**src/rtl/alu_pkg.sv**
```systemverilog
// Shared ALU definitions: shift operation encodings and an elaboration-time log2 helper.
package alu_pkg;

    typedef enum logic [1:0] {
        SHIFT_SLL = 2'b00,
        SHIFT_SRL = 2'b01,
        SHIFT_SRA = 2'b10,
        SHIFT_ROR = 2'b11
    } shift_op_e;

    // Ceiling log2, used to size shift-amount fields and the number of log stages.
    function automatic int clog2(input int value);
        int r;
        r = 0;
        for (int i = 0; i < 31; i++) begin
            if ((1 << i) < value) r = i + 1;
        end
        return r;
    endfunction

endpackage

```
**src/rtl/mux_2.sv**
```systemverilog
// Single-bit two-input multiplexer cell.
module mux_2 (
    input  logic a_i,
    input  logic b_i,
    input  logic sel_i,
    output logic y_o
);

    assign y_o = sel_i ? b_i : a_i;

endmodule

```
**src/rtl/shift_stage.sv**
```systemverilog
// One combinational log stage of the barrel shifter: optionally shifts right by DIST.
// Vacated MSBs take either the wrapped-around LSBs (rotate) or the fill bit.
module shift_stage #(
    parameter int WIDTH = 32,
    parameter int DIST  = 1
) (
    input  logic [WIDTH-1:0] data_i,
    input  logic             sel_i,
    input  logic             rot_i,
    input  logic             fill_i,
    output logic [WIDTH-1:0] data_o
);

    logic [WIDTH-1:0] shifted;

    for (genvar b = 0; b < WIDTH; b++) begin : g_bit
        if (b + DIST < WIDTH) begin : g_inner
            assign shifted[b] = data_i[b + DIST];
        end else begin : g_edge
            assign shifted[b] = rot_i ? data_i[b + DIST - WIDTH] : fill_i;
        end

        mux_2 u_mux (
            .a_i   (data_i[b]),
            .b_i   (shifted[b]),
            .sel_i (sel_i),
            .y_o   (data_o[b])
        );
    end

endmodule

```
**src/rtl/shift_pipe.sv**
```systemverilog
// Pipelined barrel shifter (SLL/SRL/SRA/ROR) with valid/ready handshake and a pass-through tag.
// All modes run through a right-shifting datapath; SLL bit-reverses the operand on entry and
// the result before it is captured in the final slot, so outputs come straight from registers.
module shift_pipe
    import alu_pkg::*;
#(
    parameter int WIDTH     = 32,
    parameter int REG_EVERY = 2,
    parameter int TAG_W     = 5
) (
    input  logic                      clock,
    input  logic                      reset,
    input  logic                      in_valid,
    output logic                      in_ready,
    input  logic [WIDTH-1:0]          in_data,
    input  logic [clog2(WIDTH)-1:0]   in_shamt,
    input  logic [1:0]                in_op,
    input  logic [TAG_W-1:0]          in_tag,
    output logic                      out_valid,
    input  logic                      out_ready,
    output logic [WIDTH-1:0]          out_data,
    output logic [TAG_W-1:0]          out_tag
);

    localparam int S = clog2(WIDTH);
    localparam int L = (S + REG_EVERY - 1) / REG_EVERY;

    function automatic logic [WIDTH-1:0] rev(input logic [WIDTH-1:0] v);
        logic [WIDTH-1:0] r;
        for (int b = 0; b < WIDTH; b++) r[b] = v[WIDTH-1-b];
        return r;
    endfunction

    // Slot registers: one per pipeline register position, the last one drives the outputs.
    logic [L-1:0]       vld_q;
    logic [WIDTH-1:0]   data_q  [L];
    logic [1:0]         op_q    [L];
    logic [S-1:0]       shamt_q [L];
    logic [L-1:0]       sign_q;
    logic [TAG_W-1:0]   tag_q   [L];

    // Values feeding each slot's log stages (inputs for slot 0, previous slot otherwise).
    logic [L-1:0]       src_vld;
    logic [WIDTH-1:0]   src_data  [L];
    logic [1:0]         src_op    [L];
    logic [S-1:0]       src_shamt [L];
    logic [L-1:0]       src_sign;
    logic [TAG_W-1:0]   src_tag   [L];

    logic [WIDTH-1:0]   data_d [L];
    logic [WIDTH-1:0]   st_in  [S];
    logic [WIDTH-1:0]   st_out [S];
    logic [L-1:0]       load;

    // Select the source of every slot: entry operands for slot 0, upstream registers after.
    always_comb begin
        src_vld[0]   = in_valid;
        src_data[0]  = (in_op == SHIFT_SLL) ? rev(in_data) : in_data;
        src_op[0]    = in_op;
        src_shamt[0] = in_shamt;
        src_sign[0]  = in_data[WIDTH-1];
        src_tag[0]   = in_tag;
        for (int j = 1; j < L; j++) begin
            src_vld[j]   = vld_q[j-1];
            src_data[j]  = data_q[j-1];
            src_op[j]    = op_q[j-1];
            src_shamt[j] = shamt_q[j-1];
            src_sign[j]  = sign_q[j-1];
            src_tag[j]   = tag_q[j-1];
        end
    end

    // Log stage k shifts by 2^k and belongs to slot k / REG_EVERY.
    for (genvar k = 0; k < S; k++) begin : g_stage
        localparam int J = k / REG_EVERY;

        if (k % REG_EVERY == 0) begin : g_first
            assign st_in[k] = src_data[J];
        end else begin : g_chain
            assign st_in[k] = st_out[k-1];
        end

        shift_stage #(
            .WIDTH (WIDTH),
            .DIST  (1 << k)
        ) u_stage (
            .data_i (st_in[k]),
            .sel_i  (src_shamt[J][k]),
            .rot_i  (src_op[J] == SHIFT_ROR),
            .fill_i (src_sign[J] && (src_op[J] == SHIFT_SRA)),
            .data_o (st_out[k])
        );
    end

    // Each slot captures the output of its last log stage; the final slot undoes the SLL reversal.
    for (genvar j = 0; j < L; j++) begin : g_slot
        localparam int LAST = ((j + 1) * REG_EVERY > S) ? S - 1 : (j + 1) * REG_EVERY - 1;

        if (j == L - 1) begin : g_exit
            assign data_d[j] = (src_op[j] == SHIFT_SLL) ? rev(st_out[LAST]) : st_out[LAST];
        end else begin : g_mid
            assign data_d[j] = st_out[LAST];
        end
    end

    // Ready ripples back from the consumer: a slot loads when empty or when its successor loads.
    always_comb begin
        logic rdy;
        rdy  = out_ready;
        load = '0;
        for (int j = L - 1; j >= 0; j--) begin
            load[j] = reset || !vld_q[j] || rdy;
            rdy     = load[j];
        end
    end

    assign in_ready  = load[0];
    assign out_valid = vld_q[L-1];
    assign out_data  = data_q[L-1];
    assign out_tag   = tag_q[L-1];

    // Valid flags: cleared by reset, otherwise follow the upstream slot whenever the slot loads.
    always_ff @(posedge clock) begin
        if (reset) begin
            vld_q <= '0;
        end else begin
            for (int j = 0; j < L; j++) begin
                if (load[j]) vld_q[j] <= src_vld[j];
            end
        end
    end

    // Payload registers: only the output slot is cleared so out_data/out_tag come up as zero.
    always_ff @(posedge clock) begin
        for (int j = 0; j < L; j++) begin
            if (reset && (j == L - 1)) begin
                data_q[j] <= '0;
                tag_q[j]  <= '0;
            end else if (load[j]) begin
                data_q[j]  <= data_d[j];
                op_q[j]    <= src_op[j];
                shamt_q[j] <= src_shamt[j];
                sign_q[j]  <= src_sign[j];
                tag_q[j]   <= src_tag[j];
            end
        end
    end

endmodule

```
**config.mk**
```make
export PLATFORM = sky130hd
export DESIGN_NAME = shift_pipe
export DESIGN_NICKNAME = d
export VERILOG_FILES = /design/src/rtl/alu_pkg.sv /design/src/rtl/mux_2.sv /design/src/rtl/shift_stage.sv /design/src/rtl/shift_pipe.sv
export SDC_FILE = /design/constraint.sdc
export NUM_CORES = 1
export LEC_CHECK = 0
export CORE_AREA = 2 2 131 101
export DETAILED_ROUTE_END_ITERATION = 16
export DIE_AREA = 0 0 133 103
export DONT_BUFFER_PORTS = 1
export PLACE_DENSITY = 0.82
export SLEW_MARGIN = 20
export SYNTH_ARGS = -nofsm -noshare
export SYNTH_HDL_FRONTEND = slang
export SYNTH_HIERARCHICAL = 1
export SYNTH_SLANG_ARGS = --single-unit
```
**constraint.sdc**
```tcl
create_clock -name clock -period 8.37 [get_ports clock]
set_clock_uncertainty 0.2 [all_clocks]
set_input_delay 1.2555 -clock clock [delete_from_list [all_inputs] [get_ports clock]]
set_output_delay 1.2555 -clock clock [all_outputs]
set_load 0.03 [all_outputs]
```
======== Word-level counts from Yosys, hierarchy flattened ========
Memory sizes are Yosys's and may differ from the RTL's.
Cells that the tools add are included.
word-level totals
  logic and storage cells ................. 235
  RAM bits ................................ 132
  register bits after elaboration ......... 5
  memories kept ........................... 4
  input bits .............................. 48
operators by class
  reduce and logical (&&, ||, !) cells .... 14
  multiplexer cells ....................... 204
  eq/ne operators ......................... 6
  bitwise logic cells ..................... 2
memory list
  memory   words  width  rd ports  clocked after Yosys merged registers in  write ports  line              RTL
  data_q   3      32     3         0                                        3            shift_pipe.sv:36  logic [WIDTH-1:0] data_q [L];
  shamt_q  3      5      2         0                                        3            shift_pipe.sv:38  logic [S-1:0] shamt_q [L];
  tag_q    3      5      3         0                                        3            shift_pipe.sv:40  logic [TAG_W-1:0] tag_q [L];
  op_q     3      2      2         0                                        3            shift_pipe.sv:37  logic [1:0] op_q [L];
operators by type and width
  cell                  count
  $mux W1               200
  $mux W32              3
  $eq A2 B2 Y1 const B  6
  $logic_or A1 B1 Y1    6
  $mux W5               1
  $logic_not A2 Y1      2
  $logic_and A1 B1 Y1   3
  $logic_not A1 Y1      3
  $or A1 B1 Y1          2

======== Longest topological paths before layout ========
Gate-level depths: netlist (run 1).
  depth in word-level cells ............... 7
  gate-level depth with buffers ........... 9
  gate-level depth less buffers ........... 5

======== By module ========
Netlist (run 1), hierarchy kept.
modules (own cells, without submodules)
  module                            cells an instance  instances  seq. area each (sq um)  area an instance (sq um)
  shift_pipe                        301                1          3,693.5                 5,177.5
  mux_2                             1                  160        0.0                     15.0
  shift_stage (g_stage[4].u_stage)  19                 1          0.0                     254.0
  shift_stage (g_stage[3].u_stage)  9                  1          0.0                     131.4
  shift_stage (g_stage[2].u_stage)  4                  1          0.0                     45.0
  shift_stage (g_stage[1].u_stage)  2                  1          0.0                     22.5
  shift_stage (g_stage[0].u_stage)  1                  1          0.0                     15.0

======== Worst setup path after synthesis (run 1) ========
Ideal clock, no wire load.
  path kind ............................... input port to output port
  start ................................... in reset
  end ..................................... out in_ready
  data required time ...................... 6,915 ps
  cell stages on the path ................. 3
  path slack .............................. 2,969 ps
  data arrival time ....................... 3,946 ps
  path through ............................ clkbuf_1 nand4bb_1 or2_1
between the ends
  cells in the longest elaborated chain, start to end .. 4
RTL lines
  element                           line               RTL
  from (decl)                       shift_pipe.sv:12   input logic reset,
  $logic_or A1 B1 Y1 (2 in series)  shift_pipe.sv:112  load[j] = reset || !vld_q[j] || rdy;
  $logic_or A1 B1 Y1 *              shift_pipe.sv:112
  via load[1]                       shift_pipe.sv:53   logic [L-1:0] load;
  $logic_or A1 B1 Y1 *              shift_pipe.sv:112
  to (decl)                         shift_pipe.sv:14   output logic in_ready,
Mark *: on every way through the listed nets, which the timed path passes. The rest lies on a longest branch.

======== Worst setup path after layout (run 1) ========
  start ................................... in out_ready
  end ..................................... out in_ready
between the ends
  cells in the longest elaborated chain, start to end .. 3
RTL lines
  element                           line               RTL
  from (decl)                       shift_pipe.sv:20   input logic out_ready,
  $logic_or A1 B1 Y1 (3 in series)  shift_pipe.sv:112
No other way between the ends.

==> results of run 1 <==
## placed cells by master (no fill, tap or decap), drive strengths merged
cell	n
and2	3
dfxtp	3
edfxtp	121
nand4bb	1
clkinvlp	7
and3b	2
o21ai	33
or3b	32
or2	1
inv	3
nand2	1
clkbuf	18
nor2b	1
nand2b	1
mux2	223
nand4b	1
buf	9
o21ba	1
nor3b	5
a211oi	32
bufinv	2
clkinv	4
a21oi	1
nor2	2
## logic make-up after synthesis
kind of cell / count (synthesis) / share of synthesized area, %
buffers and inverters: 32 / 2.69
DFF: 124 / 45.9
muxes: 223 / 39.6
AOI/OAI and AO/OA: 67 / 6.84
and+or+nand+nor: 50 / 5.02
## cell type report
cell class | count | area [um2] | share of cell area (%)
Clock buffer | 18 | 429 | 4.92
Clock inverter | 14 | 148 | 1.69
Inverter | 2 | 7.51 | 0.0860
Multi-Input combinational cell | 340 | 4160 | 47.6
Sequential cell | 124 | 3690 | 42.3
Tap cell | 171 | 214 | 2.45
Timing Repair Buffer | 9 | 80.1 | 0.918
## power by group through the flow
stage	clock network, mW	logic (mW)	registers, mW
CTS	0.719	0.341	0.856
detailed placement	0	0.337	0.867
global route	0.748	0.362	0.863
global placement	0	0.328	0.862
finish	0.703	0.340	0.855
floorplan	0	0.291	0.859
## worst register-to-register path, cell delays in order (launching register included)
cell,delay (ns)
edfxtp_1,0.35
buf_4,0.45
and2_1,0.82
mux2_4,0.29
mux2_4,0.15
or3b_1,0.34
a211oi_1,0.29
## registers in the layout, summed over array words and instances (netlist names)
register,cells
shamt_q,4
data_q,96
op_q,4
tag_q,15
vld_q,3
sign_q,2
## per-layer routing
| metal | vias to the layer above | wire, um | GRT usage, % |
|---|---|---|---|
| li1 | 1966 | - | - |
| met1 | 1969 | 5960 | 24.8 |
| met2 | 107 | 6520 | 33.6 |
| met3 | 22 | 601 | 6.59 |
| met4 | 0 | 363 | 9.93 |
| met5 | - | 0 | 0 |
## per-stage QoR
stage          util [%]  worst slack (ns)
3_5_place_dp       64.7              4.10
5_1_grt            69.4              4.33
4_1_cts            69.3              4.09
6_report           69.4              4.44
3_3_place_gp       64.7              4.14
2_1_floorplan         -              2.97
## worst paths after layout
| check | to | start | slack [ns] | cells past startpoint |
|---|---|---|---|---|
| worst max-delay path | in_ready | out_ready | 4.44 | 3 |
| worst min-delay path | shamt_q[0][9]$_DFFE_PP_ | shamt_q[0][4]$_DFFE_PP_ | 0.22 | 0 |
| worst max register to register | data_q[2][2]$_SDFFCE_PN0P_ | op_q[0][2]$_DFFE_PP_ | 5.29 | 6 |
| worst min register to register | shamt_q[0][9]$_DFFE_PP_ | shamt_q[0][4]$_DFFE_PP_ | 0.22 | 0 |
==> results.json, run 1 <==
{
  "status": "completed",
  "io_pins": 87,
  "nFillCells": 812,
  "core_um2": 12600,
  "wl_per_cell_um": 19.8,
  "nets": 542,
  "netSwitchingFraction_pct": 24.8,
  "fp.dieH_um": 103,
  "antenna_cells": 0,
  "timing.fmax_mhz": 254,
  "portBuffers": 0,
  "synth_top_cells_by_area": "edfxtp_1 45%, mux2_4 33%, mux2_1 4.5%",
  "yosys_warnings": 6,
  "p_int_mw": 1.43,
  "cp_max_fo": 44,
  "worstSetupPathType": "in -> out",
  "wl_mm": 13.4,
  "p_seq_share_pct": 45.0,
  "die_w_um": 133,
  "antenna_found_initial": 0,
  "ys_async_sr_fraction_pct": 0,
  "clkPwrFrac_pct": 37.0,
  "worstPathCellList": "nand4bb_2, buf_4, or2_4",
  "p_leak_nw": 3.53,
  "critPathLaunchType": "primary input",
  "root_buffer": "clkbuf_16",
  "cp_top_family": "simple AND/OR/NAND/NOR gates",
  "synth_edf_count": 121,
  "yosysMostFrequentCell": "mux2_4",
  "whs_ns": 0.222,
  "crit_slowest_cell": "or2_4",
  "start_util_pct": 64.0,
  "cts_hold_buf": 0,
  "max_slew_margin_pct": 40.7,
  "track_usage_pct": 20.4,
  "drt-pass1-iter-count": 4,
  "ys_types": 30,
  "finalPower_mw": 1.90,
  "grt_max_degree": 67,
  "numCtsBuffers": 17,
  "worstPathRequired_ns": 6.91,
  "path_clk_slew_ns": 0.06,
  "worstSetupEndpointType": "primary output",
  "max_stage_delay_ns": 0.64,
  "fin_setup_tns_ns": 0,
  "maxCapViolCount": 0,
  "viasPerCell": 5.99,
  "instances_no_fill": 678,
  "synth_nets": 544,
  "place_area_um2": 8130,
  "switching_power_mw": 0.471,
  "h-tree-depth": 4,
  "dp_cells": 645,
  "powerDensity_nw_per_um2": 218,
  "post-cts-setup-buffers": 0,
  "yosysSeqAreaShare_pct": 45.9,
  "yosys_register_bits": 124,
  "finalSetupViolations": 0,
  "worst_pin_slew_ns": 0.890,
  "netlist_area_um2": 8050,
  "drc": 0,
  "synthFlopType": "edfxtp_1",
  "grt_pass1_vias": 3998,
  "ctsLongestPathBuffers": 2,
  "p_comb_share_pct": 17.9,
  "dp_hpwl_mm": 9.46,
  "ant_nets": 0,
  "fin_crit_ns": 3.93,
  "max-vdd-ir-drop_v": 0.000152,
  "cts_tree": "built",
  "drt_iter0_drc": 168,
  "rsz0062_at_grt": "false",
  "hold_violations": 0,
  "grt_overflow": 0,
  "avgSynthCellArea_um2": 16.2,
  "synth_area_leader_cell": "edfxtp_1",
  "clk_latency_ns": 0.42,
  "cts_resized": 0,
  "place_congestion": 0.847,
  "stdcell_area_um2": 8730,
  "clock_sinks": 124,
  "dieArea_um2": 13700,
  "syn2layout_area_growth_pct": 8.44,
  "cp.arrival_ns": 2.48,
  "cp.buffers_inverters": 1,
  "slew_viol_final": 0,
  "synth_commonest_cells": "179 x mux2_4, 121 x edfxtp_1, 32 x mux2_1, 32 x or3b_1, 26 x a211oi_2",
  "grt_pass1_wl_mm": 21.1,
  "hold_path_class": "reg -> reg",
  "via_count": 4064,
  "synth_cells": 496,
  "rows": 36,
  "finalCritPeriodShare_pct": 47.0,
  "yosys.area.top_type_share_pct": 45.1,
  "drive_above_1_share_pct": 51.3
}
(Power assumes the default switching activity.)
==> run 2: changes to the inputs <==
--- a/config.mk
+++ b/config.mk
@@ -5,11 +5,11 @@
 export SDC_FILE = /design/constraint.sdc
 export NUM_CORES = 1
 export LEC_CHECK = 0
-export CORE_AREA = 2 2 131 101
+export CORE_AREA = 2 2 138 107
 export DETAILED_ROUTE_END_ITERATION = 16
-export DIE_AREA = 0 0 133 103
+export DIE_AREA = 0 0 140 109
 export DONT_BUFFER_PORTS = 1
-export PLACE_DENSITY = 0.82
+export PLACE_DENSITY = 0.77
 export SLEW_MARGIN = 20
 export SYNTH_ARGS = -nofsm -noshare
 export SYNTH_HDL_FRONTEND = slang
==> constraint.sdc (replaced) <==
create_clock -name clock -period 3.25 [get_ports clock]
set_clock_uncertainty 0.2 [all_clocks]
set_input_delay 0.4875 -clock clock [delete_from_list [all_inputs] [get_ports clock]]
set_output_delay 0.4875 -clock clock [all_outputs]
set_load 0.03 [all_outputs]
==> results.json, run 2 (synthesized netlist as in run 1, its figures left out) <==
{
  "place_congestion": 0.837,
  "fp.dieH_um": 109,
  "numCtsBuffers": 17,
  "cp.arrival_ns": 2.44,
  "p_seq_share_pct": 45.1,
  "path_clk_slew_ns": 0.05,
  "finalCritPeriodShare_pct": 77.0,
  "grt_pass1_vias": 4122,
  "hold_violations": 0,
  "ctsLongestPathBuffers": 2,
  "track_usage_pct": 18.3,
  "regArea_um2": 3690,
  "max_slew_margin_pct": 42.5,
  "dieArea_um2": 15300,
  "cts_hold_buf": 13,
  "post-cts-setup-buffers": 0,
  "rsz0062_at_grt": "false",
  "antenna_found_initial": 0,
  "clock_sinks": 124,
  "io_pins": 87,
  "worstPathRequired_ns": 3.18,
  "syn2layout_area_growth_pct": 10.5,
  "root_buffer": "clkbuf_16",
  "fin_crit_ns": 2.50,
  "worst_pin_slew_ns": 0.862,
  "dp_hpwl_mm": 9.80,
  "p_comb_share_pct": 17.9,
  "worstSetupPathType": "reg -> reg",
  "utilization_pct": 63.4,
  "netSwitchingFraction_pct": 23.3,
  "critPathLaunchType": "register",
  "multi_input_area_um2": 4150,
  "clkPwrFrac_pct": 36.9,
  "reg_top3": "data_q (96), tag_q (15)",
  "wl_mm": 13.3,
  "nFillCells": 990,
  "drt-pass1-iter-count": 11,
  "portBuffers": 0,
  "largest_register": "data_q",
  "drc": 7,
  "via_count": 4062,
  "rows": 38,
  "timing.fmax_mhz": 400,
  "max_stage_delay_ns": 0.71,
  "grt_overflow": 0,
  "slew_viol_final": 0,
  "viasPerCell": 5.75,
  "start_util_pct": 57.4,
  "cts_tree": "built",
  "worstSetupEndpointType": "register",
  "cp_max_fo": 16,
  "drive_above_1_share_pct": 49.8,
  "grt_pass1_wl_mm": 21.6,
  "status": "complete, but fails checks",
  "ant_nets": 0,
  "final_common_cell": "mux2_4",
  "switching_power_mw": 1.14,
  "fin_setup_tns_ns": 0,
  "finalSetupViolations": 0,
  "clk_latency_ns": 0.41,
  "h-tree-depth": 4,
  "max-vdd-ir-drop_v": 0.000366,
  "hold_path_class": "in -> reg",
  "antenna_cells": 0,
  "powerDensity_nw_per_um2": 550,
  "p_int_mw": 3.76,
  "maxCapViolCount": 0,
  "die_w_um": 140,
  "wl_per_cell_um": 18.8,
  "p_leak_nw": 3.63,
  "grt_max_degree": 65,
  "crit_slowest_cell": "and2_1",
  "mostFrequentLayoutCells": "179 x mux2_4, 121 x edfxtp_1, 32 x mux2_1, 32 x or3b_1, 26 x a211oi_2",
  "core_um2": 14000,
  "nets": 562,
  "largest_reg_flops": 96,
  "violations": "DRC",
  "worstPathCellList": "and2_1, mux2_2, mux2_4, or3b_1, a211oi_2",
  "cts_resized": 0,
  "drt_iter0_drc": 221,
  "finalPower_mw": 4.89
}
==> run 2: power groups by stage <==
stage	Combinational (mW)	Sequential, mW	Clock [mW]
2_1_floorplan	0.749	2.21	0
3_3_place_gp	0.850	2.23	0
3_5_place_dp	0.870	2.24	0
4_1_cts	0.887	2.21	1.84
5_1_grt	0.938	2.23	1.91
6_report	0.878	2.21	1.81
==> run 2: final timing paths <==
path | start | endpoint | slack (ns) | cells past startpoint
setup / recovery | op_q[0][2]$_DFFE_PP_ | data_q[2][10]$_SDFFCE_PN0P_ | 0.75 | 5
hold / removal | reset | vld_q[2]$_SDFFE_PP0P_ | 0.07 | 1
setup reg to reg | op_q[0][2]$_DFFE_PP_ | data_q[2][10]$_SDFFCE_PN0P_ | 0.75 | 5
hold reg to reg | tag_q[0][2]$_DFFE_PP_ | tag_q[1][2]$_DFFE_PP_ | 0.22 | 0
==> run 2: area by class of cell <==
class                           instances  share of cell area [%]
Multi-Input combinational cell        340                    46.7
Sequential cell                       124                    41.5
Clock buffer                           22                    4.99
Timing Repair Buffer                   29                    2.81
Tap cell                              180                    2.53
Clock inverter                          9                    1.36
Inverter                                2                  0.0844
==> run 2: routing by layer <==
metal / vias up / track usage [%] / part of all wire (%)
li1: 2009 / - / -
met2: 96 / 30.9 / 49
met5: - / 0 / 0
met1: 1944 / 22.6 / 45
met4: 0 / 6.35 / 1.5
met3: 13 / 5.71 / 4.5
==> run 2: worst max-delay path: cells and delay by family, from the launching register on <==
kind / cells / cell delay [ns]
flops: 1 / 0.38
compound gates: 1 / 0.07
simple gates: 2 / 0.89
mux: 2 / 0.68
==> run 2: metrics by stage <==
| stage | hold WS (ns) | setup slack, ns | instance area, um2 | std cells |
|---|---|---|---|---|
| 3_3_place_gp | 0.206 | 0.682 | 8200 | 662 |
| 3_5_place_dp | 0.205 | 0.667 | 8200 | 662 |
| 5_1_grt | 0.0572 | 0.621 | 8890 | 706 |
| 4_1_cts | 0.0456 | 0.739 | 8890 | 706 |
| 6_report | 0.0717 | 0.747 | 8890 | 706 |
| 2_1_floorplan | 0.200 | 0.0837 | 8050 | 496 |
